[src/rtl/mem_sram_ctrl.sv]
// mem_sram_ctrl: MEM-stage bridge between a 32-bit CPU load/store port and a
// 16-bit asynchronous SRAM. Each access is split into a low half-word phase
// (LO) and a high half-word phase (HI) of WAIT_CYCLES clocks each. The pipeline
// is stalled through ready=0 until the one-cycle DONE state.
module mem_sram_ctrl #(
    parameter int unsigned WAIT_CYCLES = 5,
    parameter logic [31:0] BASE_ADDR   = 32'd1024
) (
    input  logic        clk,
    input  logic        rst,
    input  logic        wr_en,
    input  logic        rd_en,
    input  logic [31:0] address,
    input  logic [31:0] write_data,
    output logic [31:0] read_data,
    output logic        ready,
    output logic [17:0] sram_addr,
    output logic [15:0] sram_dq_out,
    input  logic [15:0] sram_dq_in,
    output logic        sram_dq_oe,
    output logic        sram_we_n,
    output logic        sram_oe_n,
    output logic        sram_ce_n
);

    typedef enum logic [1:0] {
        S_IDLE,
        S_LO,
        S_HI,
        S_DONE
    } state_e;

    // Terminal count of a half-word phase.
    localparam logic [3:0] LAST_CNT = 4'(WAIT_CYCLES - 1);

    state_e      state_q, state_d;
    logic [3:0]  cnt_q, cnt_d;
    logic        op_write_q, op_write_d;
    logic [16:0] word_q, word_d;
    logic [31:0] wdata_q, wdata_d;
    logic [31:0] read_data_q, read_data_d;

    logic        req;
    logic        phase_last;
    logic [16:0] word_idx;

    assign req        = rd_en | wr_en;
    assign phase_last = (cnt_q == LAST_CNT);
    // Byte offset from the SRAM window, turned into a 32-bit word index. The
    // byte lane bits drop out and anything outside the window simply wraps.
    assign word_idx   = 17'((address - BASE_ADDR) >> 2);

    assign read_data  = read_data_q;

    // State register and latched request; everything returns to IDLE on reset.
    always_ff @(posedge clk or posedge rst) begin
        if (rst) begin
            state_q     <= S_IDLE;
            cnt_q       <= '0;
            op_write_q  <= 1'b0;
            word_q      <= '0;
            wdata_q     <= '0;
            read_data_q <= '0;
        end else begin
            // NOTE: registers take non-blocking assignments so every flop
            // samples the pre-edge value of its neighbours.
            state_q     <= state_d;
            cnt_q       <= cnt_d;
            op_write_q  <= op_write_d;
            word_q      <= word_d;
            wdata_q     <= wdata_d;
            read_data_q <= read_data_d;
        end
    end

    // Next-state logic: request capture, phase counting and read capture.
    always_comb begin
        // NOTE: every signal gets a hold default before the case so no path
        // leaves one unassigned, which would otherwise infer a latch.
        state_d     = state_q;
        cnt_d       = cnt_q;
        op_write_d  = op_write_q;
        word_d      = word_q;
        wdata_d     = wdata_q;
        read_data_d = read_data_q;

        unique case (state_q)
            S_IDLE: begin
                if (req) begin
                    // A simultaneous load and store resolves as a store.
                    op_write_d = wr_en;
                    word_d     = word_idx;
                    wdata_d    = write_data;
                    cnt_d      = '0;
                    state_d    = S_LO;
                end
            end
            S_LO: begin
                if (phase_last) begin
                    if (!op_write_q) begin
                        read_data_d[15:0] = sram_dq_in;
                    end
                    cnt_d   = '0;
                    state_d = S_HI;
                end else begin
                    cnt_d = cnt_q + 4'd1;
                end
            end
            S_HI: begin
                if (phase_last) begin
                    if (!op_write_q) begin
                        read_data_d[31:16] = sram_dq_in;
                    end
                    cnt_d   = '0;
                    state_d = S_DONE;
                end else begin
                    cnt_d = cnt_q + 4'd1;
                end
            end
            S_DONE: begin
                // Requests seen here belong to the access just finishing.
                state_d = S_IDLE;
            end
            default: begin
                state_d = S_IDLE;
            end
        endcase
    end

    // SRAM strobes, address/data buses and the pipeline ready flag.
    always_comb begin
        ready       = 1'b0;
        sram_addr   = '0;
        sram_dq_out = '0;
        sram_dq_oe  = 1'b0;
        sram_we_n   = 1'b1;
        sram_oe_n   = 1'b1;
        sram_ce_n   = 1'b1;

        unique case (state_q)
            S_IDLE: begin
                ready = !req;
            end
            S_LO, S_HI: begin
                sram_ce_n = 1'b0;
                sram_addr = {word_q, (state_q == S_HI)};
                if (op_write_q) begin
                    sram_dq_oe  = 1'b1;
                    sram_dq_out = (state_q == S_HI) ? wdata_q[31:16] : wdata_q[15:0];
                    // Release WE one cycle early so data holds past the pulse.
                    sram_we_n   = phase_last;
                end else begin
                    sram_oe_n = 1'b0;
                end
            end
            S_DONE: begin
                ready = 1'b1;
            end
            default: begin
                ready = 1'b0;
            end
        endcase
    end

endmodule

[config.mk]
export PLATFORM = sky130hd
export DESIGN_NAME = mem_sram_ctrl
export DESIGN_NICKNAME = d
export VERILOG_FILES = /design/src/rtl/mem_sram_ctrl.sv
export SDC_FILE = /design/constraint.sdc
export NUM_CORES = 1
export LEC_CHECK = 0
export CAP_MARGIN = 20
export CORE_UTILIZATION = 63
export DETAILED_ROUTE_END_ITERATION = 8
export DONT_BUFFER_PORTS = 1
export PLACE_DENSITY_LB_ADDON = 0.15
export SLEW_MARGIN = 20
export SYNTH_ARGS = -nofsm -noshare
export SYNTH_HDL_FRONTEND = slang
export SYNTH_SLANG_ARGS = --single-unit
[constraint.sdc]
create_clock -name clk -period 3.2 [get_ports clk]
set_input_delay 0.64 -clock clk [delete_from_list [all_inputs] [get_ports clk]]
set_output_delay 0.64 -clock clk [all_outputs]
set_load 0.01 [all_outputs]
; Word-level counts from Yosys, hierarchy flattened
; Index checks and enable logic that the tools add are counted.
[classes]
add_sub_neg = 2
reduce_logical = 9
mux = 18
bitwise = 2
eq_ne = 7
[ops]
columns = operator, n
row1 = two-way mux 16 bit, 3
row2 = subtractor 19 x 11 -> 19 bit (second input constant), 1
row3 = two-way mux 18 bit, 1
row4 = AND reduction 3 bit, 3
row5 = two-way mux 4 bit, 2
row6 = one-hot mux 2 bit (4 select lines), 1
row7 = one-hot mux 4 bit (2 select lines), 1
row8 = two-way mux 1 bit, 6
row9 = two-way mux 2 bit, 3
row10 = != test 2 bit (second input constant), 3
row11 = adder 4 x 1 -> 4 bit (second input constant), 1
row12 = equality test 2 bit (second input constant), 2
row13 = equality test 4 x 3 -> 1 bit (second input constant), 1
row14 = AND reduction 2 bit, 2
row15 = equality test 2 x 1 -> 1 bit (second input constant), 1
row16 = logical NOT 2 bit, 1
row17 = one-hot mux 1 bit (2 select lines), 1
row18 = nonzero test 2 bit, 1
row19 = OR reduction 2 bit, 1
row20 = logical NOT 1 bit, 1
row21 = NOT 1 bit, 1
row22 = OR 1 bit, 1
[word_totals]
reg_bits = 88
elab_cells = 45
out_inout_bits = 71
inputBits = 84

; Depth between registers and ports, before layout
; Gate-level depths: netlist of run 1.
[logic_depth]
depth_word = 4
ltp_mapped = 7
mapped_depth_nobuf = 5

; Worst setup path after synthesis of run 1
; Ideal clock, no wire load.
[synth_path]
path_kind = reg-to-output
from = register state_q[0]
to = output sram_dq_out[10]
path_slack_ns = 1.035
n_path_buf = 2
path_stages_with_launch = 7
t_required_ns = 2.560
t_arrival_ns = 1.525
cell_sequence = dfrtp_1 inv_1 ha_1 clkbuf_1 nand2_1 clkbuf_1 nor2_1
[synth_between]
elab_chain_cells = 4
elab_cells_between_ends = 6
cone_classes = eq/ne: 2 / mux: 3 / reduce/logical: 1
[synth_rtl]
columns = element, line
row1 = from (decl), 36  ; state_e state_q, state_d;
row2 = from (signal assigned), 67  ; state_q <= state_d;
row3 = equality test 2 bit, "140, 149"
row4 = two-way mux 16 bit, 149  ; sram_dq_out = (state_q == S_HI) ? wdata_q[31:16] : wdata_q[15:0];
row5 = two-way mux 16 bit, 147  ; if (op_write_q) begin
row6 = two-way mux 16 bit (*), 140  ; unique case (state_q)
row7 = to (decl), 18  ; output logic [15:0] sram_dq_out,
; Every way passes the cells marked *; elsewhere a longest branch is shown, timed or not.

; Worst setup path in the final report of run 1
[layout_path]
from = register state_q[0]
to = output sram_we_n
[layout_between]
elab_chain_cells = 3
elab_cells_between_ends = 4
cone_classes = eq/ne: 2 / mux: 1 / reduce/logical: 1
[layout_rtl]
columns = element, line
row1 = equality test 2 bit / equality test 2 x 1 -> 1 bit (equally long branches), 140
row2 = OR reduction 2 bit (no line) (*), -
row3 = two-way mux 1 bit (*), 140
row4 = to (decl), 21  ; output logic sram_we_n,
; Marked as above.

==> run metrics, run 1 <==
maxcap violations=0; fin. max-slew vios=0; vias in the first global route=about 2,600; worst r2r src=state_q[0]; flops & latches, synth=88; PostCTS Resize Cnt=0; slew margin rel.=0.376; f_max=374 MHz; H-tree depth=3; count leader, synth=nand2_1; first-pass GRT wire length=11,900 microns; TritonCTS clock tree=yes; Finished Core Util=0.719; num rows=28; gr usage total=0.245; Mapped Avg Cell Area=around 10 sq um; Int Pwr=between 2 and 3 mW; asr flop ratio synth=1.00; DRT Wirelength=roughly 7900 microns; VDD IR max=0.629 mV; Vias=between 2,000 and 3,000; post-synthesis sequential area ratio=0.554; worst-margin pin slew=between 0.9 and 1 ns; leakage=2.07 nW; Fin Hold WS=0.348 ns; Iter 0 DRT Violations=49; clk sink count=88; Final Cycle Share=0.835; largest cells by area after synthesis=dfrtp_1 (55%), nand2_1 (12%), mux2_2 (9.1%); Die Height=between 80 and 90 microns; antenna violations before repair=0; nets=~480; Final Power=4.78 mW; root buf cell=clkbuf_8; ys flop type=dfrtp_1; final hold vios=0; CTS max path bufs=2; Worst EP required=2.56 ns; Logic pwr share=0.370; largest net degree at the start of global routing=55; Final ANT Viol Nets=0; number of setup violations in the final report=0; full die area=6630 sq um; Core Box Area=5990 sq um; RSZ-0062 raised after global routing=no; Post-CTS Hold Buffers=0; largest area contributor in the netlist=dfrtp_1; reg2reg setup slack=1.03 ns; Switching Fraction=0.391; Hold Crit Class=in -> async; Max Clock Skew=0.00836 ns; drt pass-1 iters=4; top cell type's share of synthesized area=0.554; r2r endpoint=read_data[22]; routability cong.=around 0.8; CP Max Fanout=17; Finished Cell Area=4310 sq um; DRC=0; Arr. time, crit path=2.03 ns; Flop pwr share=0.439; Detailed Place HPWL=between 5000 and 6000 microns; area grow syn2layout=8.34%; status=finished clean; CTS Buf Count=9; net load switching power=1.87 mW; CTS clk-pin slew, worst paths=0.09 ns; port buffer count=0; via density per instance=5.72; Clock power frac=0.191; Worst Path Class, Setup=reg -> out; Post-DP Area=4060 sq um; total grt overflow=0; Die X=81.4 microns; share of cells above drive strength 1=0.156; nature of the critical path endpoint=output pin; reg2reg path depth=5; Netlist Area Pre-Place=3980 sq um; final setup TNS=0 ns; Final min period=between 2 and 3 ns; clock latency on the worst-skew pair=0.35 ns; Post-CTS Setup Bufs=0; CP Launch Type=register; # diodes=0; EDFF count, synth=0; top cells by count, synth=nand2_1 (132), dfrtp_1 (88), mux2_2 (32); Ports=155; initial core utilization=0.664; Post-Synthesis Cells=394; syn nets=486; Netlist cell types=33; synth warn=0; PD cells=1110 nW/um^2; routed len/inst=16.8 microns
==> power groups by stage <==
stage | clock, mW | combinational [mW] | sequential [mW]
after floorplan | 0 | 1.48 | 2.02
after global placement | 0 | 1.73 | 2.08
after detailed placement | 0 | 1.80 | 2.12
after CTS | 0.933 | 1.80 | 2.10
after global routing | 0.974 | 1.98 | 2.17
final | 0.914 | 1.77 | 2.10
==> critical path, cell delays in order, from the launching register on <==
cell     delay (ns)
dfrtp_1        0.40
inv_1          0.12
ha_1           0.32
nand2_1        0.48
inv_1          0.20
nand2_1        0.16
==> area by class of cell <==
cell class                      instances  area (sq um)
Clock buffer                           11           141
Timing Repair Buffer                    6          57.6
Multi-Input combinational cell        278          1670
Clock inverter                          5           104
Fill cell                             450          1680
Sequential cell                        88          2200
Inverter                                9          35.0
Tap cell                               75          93.8
==> worst max-delay path by stage <==
stage / from / to / slack (ns) / cells past startpoint
floorplan: rst / cnt_q[0] / 0.28 / 1
global placement: state_q[1] / sram_we_n / 0.92 / 5
detailed placement: state_q[0] / sram_we_n / 0.89 / 5
CTS: state_q[0] / sram_we_n / 0.51 / 5
global route: state_q[1] / sram_we_n / 0.39 / 5
finish: state_q[0] / sram_we_n / 0.53 / 5
==> per-stage QoR <==
stage | cells | worst slack (ns)
after floorplan | 394 | 0.281
after global placement | 456 | 0.924
after detailed placement | 456 | 0.893
after CTS | 472 | 0.508
after global routing | 472 | 0.391
final | 472 | 0.526
==> layout by cell type, fill, tap and decap left out, types with 3 or more instances in the layout <==
master     count
ha_1           8
and2_1        18
nand2_1      132
inv_1          8
a32o_1         3
clkbuf_8      10
nand2b_1       6
bufinv_16      3
dfrtp_1       88
a31oi_1        5
nor2_1        24
mux2i_1       17
mux2_2        32
or4_1          3
o21ai_0        6
buf_4          5
==> registers in the layout (all words and copies together) (netlist names) <==
name / flops
cnt_q: 4
op_write_q: 1
state_q: 2
word_q: 17
wdata_q: 32
read_data: 32
==> metal layers <==
metal / global-route usage / vias to the layer above / wire length [microns] / share of wire
met3: 0.0911 / 13 / 783 / 0.099
li1: - / 1284 / - / -
met4: 0.121 / 0 / 126 / 0.016
met2: 0.419 / 102 / 3900 / 0.49
met5: 0 / - / 0 / 0
met1: 0.265 / 1299 / 3130 / 0.39
==> kinds of logic (layout without fill, tap and decap cells) <==
group | after synthesis | after routing | share of synthesized area
AND/OR/NAND/NOR | 197 | 197 | 0.217
flip-flops | 88 | 88 | 0.554
multiplexers | 49 | 49 | 0.133
buffers and inverters | 28 | 31 | 0.0283
AO/OA/AOI/OAI | 23 | 23 | 0.0396
adder cells (fa/ha/maj) | 8 | 8 | 0.0252
XOR/XNOR | 1 | 1 | 0.00220
No activity file was read; power rests on OpenSTA's default activity.
==> run 2: changes to the inputs <==
clock period = 2.49 ns   (was 3.2 ns; I/O delays follow)
==> run 2 against run 1 <==
  * Core utilization increased by 0.56 points
  * Largest cell class unchanged
  * Non-clock buffer count increased by 4
  * Critical path depth unchanged
  * Clock skew increased by 0.0012 ns
  * Global-route usage decreased by 0.53 points
  * Sequential share of layout area decreased by 0.40 points
  * Final area increased by 0.78%
  * Die area unchanged
  * First-iteration DRC count increased by 140%
  * Worst setup slack got worse by 0.32 ns
==> run metrics, run 2 (same netlist as run 1, synthesis figures left out) <==
Die X=81.4 microns; VDD IR max=0.666 mV; clk sink count=88; reg2reg setup slack=0.61 ns; most frequent cells in the layout=nand2_1 (132), dfrtp_1 (88), mux2_2 (32), nor2_1 (24), and2_1 (18); Max Clock Skew=0.00959 ns; first-pass GRT wire length=11,900 microns; number of setup violations in the final report=0; area grow syn2layout=9.19%; Ports=155; Placed Cells incl. Taps=460; slew margin rel.=0.654; nets=488; Post-CTS Setup Bufs=0; PostCTS Resize Cnt=0; PD cells=1410 nW/um^2; via density per instance=about 5.7; vias in the first global route=2,632; antenna violations before repair=0; Post-DP Area=4110 sq um; CTS clk-pin slew, worst paths=0.09 ns; clock latency on the worst-skew pair=0.34 ns; final hold vios=0; final setup TNS=0 ns; initial core utilization=0.664; Arr. time, crit path=1.79 ns; commonest non-fill, non-tap cell in the layout=nand2_1; Layout Cells excl Fill=476; Iter 0 DRT Violations=120; CTS Buf Count=9; met1 wire length=3260 microns; met2 routed WL=3760 microns; Final Cycle Share=0.919; CP Max Fanout=20; status=finished clean; Final ANT Viol Nets=0; # diodes=0; fin. max-slew vios=0; Finished Core Util=0.725; full die area=6630 sq um; share of cells above drive strength 1=0.170; maxcap violations=0; Die Height=a little over 80 microns; Final min period=2.29 ns; DRC=0; worst-margin pin slew=between 0.5 and 0.6 ns; largest net degree at the start of global routing=around 90; Worst EP required=1.99 ns; H-tree depth=3; f_max=437 MHz; RSZ-0062 raised after global routing=no; root buf cell=clkbuf_8; Detailed Place HPWL=5310 microns; leakage=2.08 nW; gr usage total=0.240; Hold Crit Class=in -> async; total grt overflow=0; Finished Cell Area=between 4000 and 5000 sq um; Vias=2,715; Worst Path Class, Setup=reg -> out; routed length on met3=681 microns; Core Box Area=~6000 sq um; nature of the critical path endpoint=output pin; port buffer count=0; DRT Wirelength=roughly 7800 microns; CP Launch Type=register; routed len/inst=between 15 and 20 microns; routability cong.=about 0.8; Post-CTS Hold Buffers=0; DR top layer=met4; reg2reg path depth=5; CTS max path bufs=2; TritonCTS clock tree=yes; num rows=28; drt pass-1 iters=4
[run 2: cell types whose count changed in the layout (fill, tap and decap cells not counted), sizes merged]
cell      delta
buf          +4
bufinv       -1
clkbuf       -1
clkinvlp     +1
inv          +1
[run 2: path summary, 6_finish.rpt]
path,from,endpoint
min in group clk,write_data[5],wdata_q[5]
max in group asynchronous,rst,wdata_q[8]
max,state_q[0],sram_dq_out[1]
min reg2reg,word_q[3],word_q[3]
max reg2reg,state_q[0],cnt_q[3]
min,rst,read_data[18]
[run 2: critical path, cell delays in order, from the launching register on]
cell and delay, ns:
dfrtp_1 0.41, inv_1 0.14, ha_1 0.17, buf_4 0.33, mux2i_1 0.27, nor2_1 0.11
[run 2: per-layer routing]
metal / vias up / GRT usage
met5: - / 0
met4: 0 / 0.104
met3: 13 / 0.0767
met2: 106 / 0.400
met1: 1303 / 0.283
li1: 1293 / -
[run 2: cell type report]
cell class / instances / area, sq um
Sequential cell: 88 / 2200
Multi-Input combinational cell: 278 / 1680
Fill cell: 454 / 1650
Clock buffer: 10 / 138
Timing Repair Buffer: 10 / 100
Tap cell: 75 / 93.8
Clock inverter: 6 / 91.3
Inverter: 9 / 37.5
[run 2: through the flow]
step	setup slack (ns)	hold slack [ns]	total power [mW]
finish	0.202	0.156	6.12
global route	0.0845	0.176	6.60
CTS	0.149	0.167	6.18
detailed placement	0.549	0.455	5.08
global placement	0.575	0.452	4.96
floorplan	0.467	0.438	4.49
[run 2: where the power goes]
group	leakage, nW	internal (mW)	switching, mW	total (mW)
sequential	1.06	2.14	0.547	2.69
combinational	0.904	0.953	1.39	2.34
clock	0.117	0.598	0.490	1.09
total	2.08	3.69	2.43	6.12
==> run 3: changes to the inputs <==
CAP_MARGIN = not set   (was 20)
CORE_UTILIZATION = 65   (was 63)
clock period = 2.96 ns   (was 2.49 ns; I/O delays follow)
==> run 3 against run 2 <==
  * Total power fell by 14%
  * Combinational power fell by 17%
  * Die area fell by 3.0%
  * Sequential power fell by 15%
  * Critical path depth did not move
  * Routed wire length rose by 6.6%
  * Largest power group unchanged
==> run metrics, run 3 (same netlist as run 1, synthesis figures left out) <==
Ports=155; RSZ-0062 raised after global routing=no; total grt overflow=0; final setup TNS=0 ns; CP Launch Type=register; Die Height=roughly 80 microns; CTS max path bufs=2; crit-path max cell delay=0.51 ns; via density per instance=5.69; drt pass-1 iters=4; area grow syn2layout=8.43%; DRT Wirelength=approximately 8400 microns; Vias=2,691; CTS clk-pin slew, worst paths=approximately 0.090 ns; Max Clock Skew=0.00739 ns; fill count=roughly 450; Final ANT Viol Nets=0; worst-margin pin slew=0.826 ns; CP Cell Sequence=inv_1, ha_1, nand2_1, inv_1, nand2_1; reg2reg setup slack=between 0.9 and 1 ns; Post-CTS Hold Buffers=0; status=finished clean; Slowest cell on crit path=nand2_1; Worst Path Class, Setup=reg -> out; share of cells above drive strength 1=0.158; routed len/inst=17.7 microns; Worst EP required=around 2.4 ns; CP Max Fanout=17; DRC=0; initial core utilization=0.672; # diodes=0; critical path buffer and inverter count=2; full die area=6430 sq um; reg2reg path depth=5; final setup margin=0.347 ns; pre-CTS setup slack=slightly above 0.7 ns; nets=485; Final Cycle Share=0.883; number of setup violations in the final report=0; f_max=between 300 and 400 MHz; antenna violations before repair=0; worst r2r src=cnt_q[0]; vias in the first global route=roughly 2,700; H-tree depth=3; largest net degree at the start of global routing=50; gr usage total=0.262; leakage=between 2 and 2.5 nW; Hold Crit Class=in -> async; Final min period=2.61 ns; final hold vios=0; slew margin rel.=0.449; num rows=28; clock latency on the worst-skew pair=0.34 ns; Core Box Area=a little under 6000 sq um; root buf cell=clkbuf_8; CP delay by family, top=simple AND/OR/NAND/NOR gates; Die X=80.2 microns; commonest non-fill, non-tap cell in the layout=nand2_1; port buffer count=0; clk sink count=88; TritonCTS clock tree=yes; most frequent cells in the layout=nand2_1 (132), dfrtp_1 (88), mux2_2 (32), nor2_1 (24), and2_1 (18); fin. max-slew vios=0; Final Power=5.25 mW; PD cells=1220 nW/um^2; Arr. time, crit path=2.02 ns; CTS Buf Count=9; nature of the critical path endpoint=output pin; maxcap violations=0; VDD IR max=between 0.6 and 0.7 mV; r2r endpoint=read_data[25]; first-pass GRT wire length=12,500 microns; Detailed Place HPWL=approximately 5700 microns; Fin Hold WS=0.250 ns; PostCTS Resize Cnt=0; Iter 0 DRT Violations=90; routability cong.=between 0.8 and 0.9; Post-CTS Setup Bufs=0
[run 3: final cells by class]
class	instances	area [sq um]	area share
multi-input cells	278	1670	0.388
repair buffers	7	52.6	0.0122
clock inverters	4	98.8	0.0229
inverters	9	35.0	0.00813
clock buffers	12	155	0.0360
well taps	75	93.8	0.0218
flip-flops and latches	88	2200	0.511
[run 3: worst reg2reg max path, delay by kind of cell (launching register included)]
| family | cells | cell delay (ns) |
|---|---|---|
| fa+ha+maj | 1 | 0.20 |
| simple gates | 2 | 0.77 |
| flops | 1 | 0.41 |
| buf+inv | 1 | 0.06 |
| mux | 1 | 0.42 |
[run 3: per-stage QoR]
step | std cells | utilization | cell area (sq um)
2_1_floorplan | 394 | - | 3980
3_3_place_gp | 457 | 0.685 | 4060
3_5_place_dp | 457 | 0.685 | 4060
4_1_cts | 473 | 0.728 | 4310
5_1_grt | 473 | 0.728 | 4310
6_report | 473 | 0.728 | 4310
[run 3: power breakdown]
| group | switching [mW] | leakage [nW] | internal [mW] |
|---|---|---|---|
| logic | 1.19 | 0.885 | 0.762 |
| registers | 0.475 | 1.06 | 1.80 |
| clock network | 0.408 | 0.127 | 0.611 |
[run 3: worst max path at each step]
stage / depth (start not counted) / slack, ns / endpoint / from
final: 5 / 0.35 / sram_we_n / state_q[0]
after CTS: 5 / 0.32 / sram_we_n / state_q[0]
after global routing: 5 / 0.21 / sram_we_n / state_q[1]
after detailed placement: 5 / 0.72 / sram_we_n / state_q[0]
after global placement: 5 / 0.70 / sram_we_n / state_q[0]
after floorplan: 1 / 0.09 / cnt_q[0] / rst
[run 3: per-layer routing]
| layer | share of wire | vias to the layer above | track usage |
|---|---|---|---|
| li1 | - | 1283 | - |
| met1 | 0.41 | 1290 | 0.315 |
| met2 | 0.50 | 113 | 0.450 |
| met3 | 0.088 | 5 | 0.0875 |
| met4 | 0.0049 | 0 | 0.0696 |
| met5 | 0 | - | 0 |
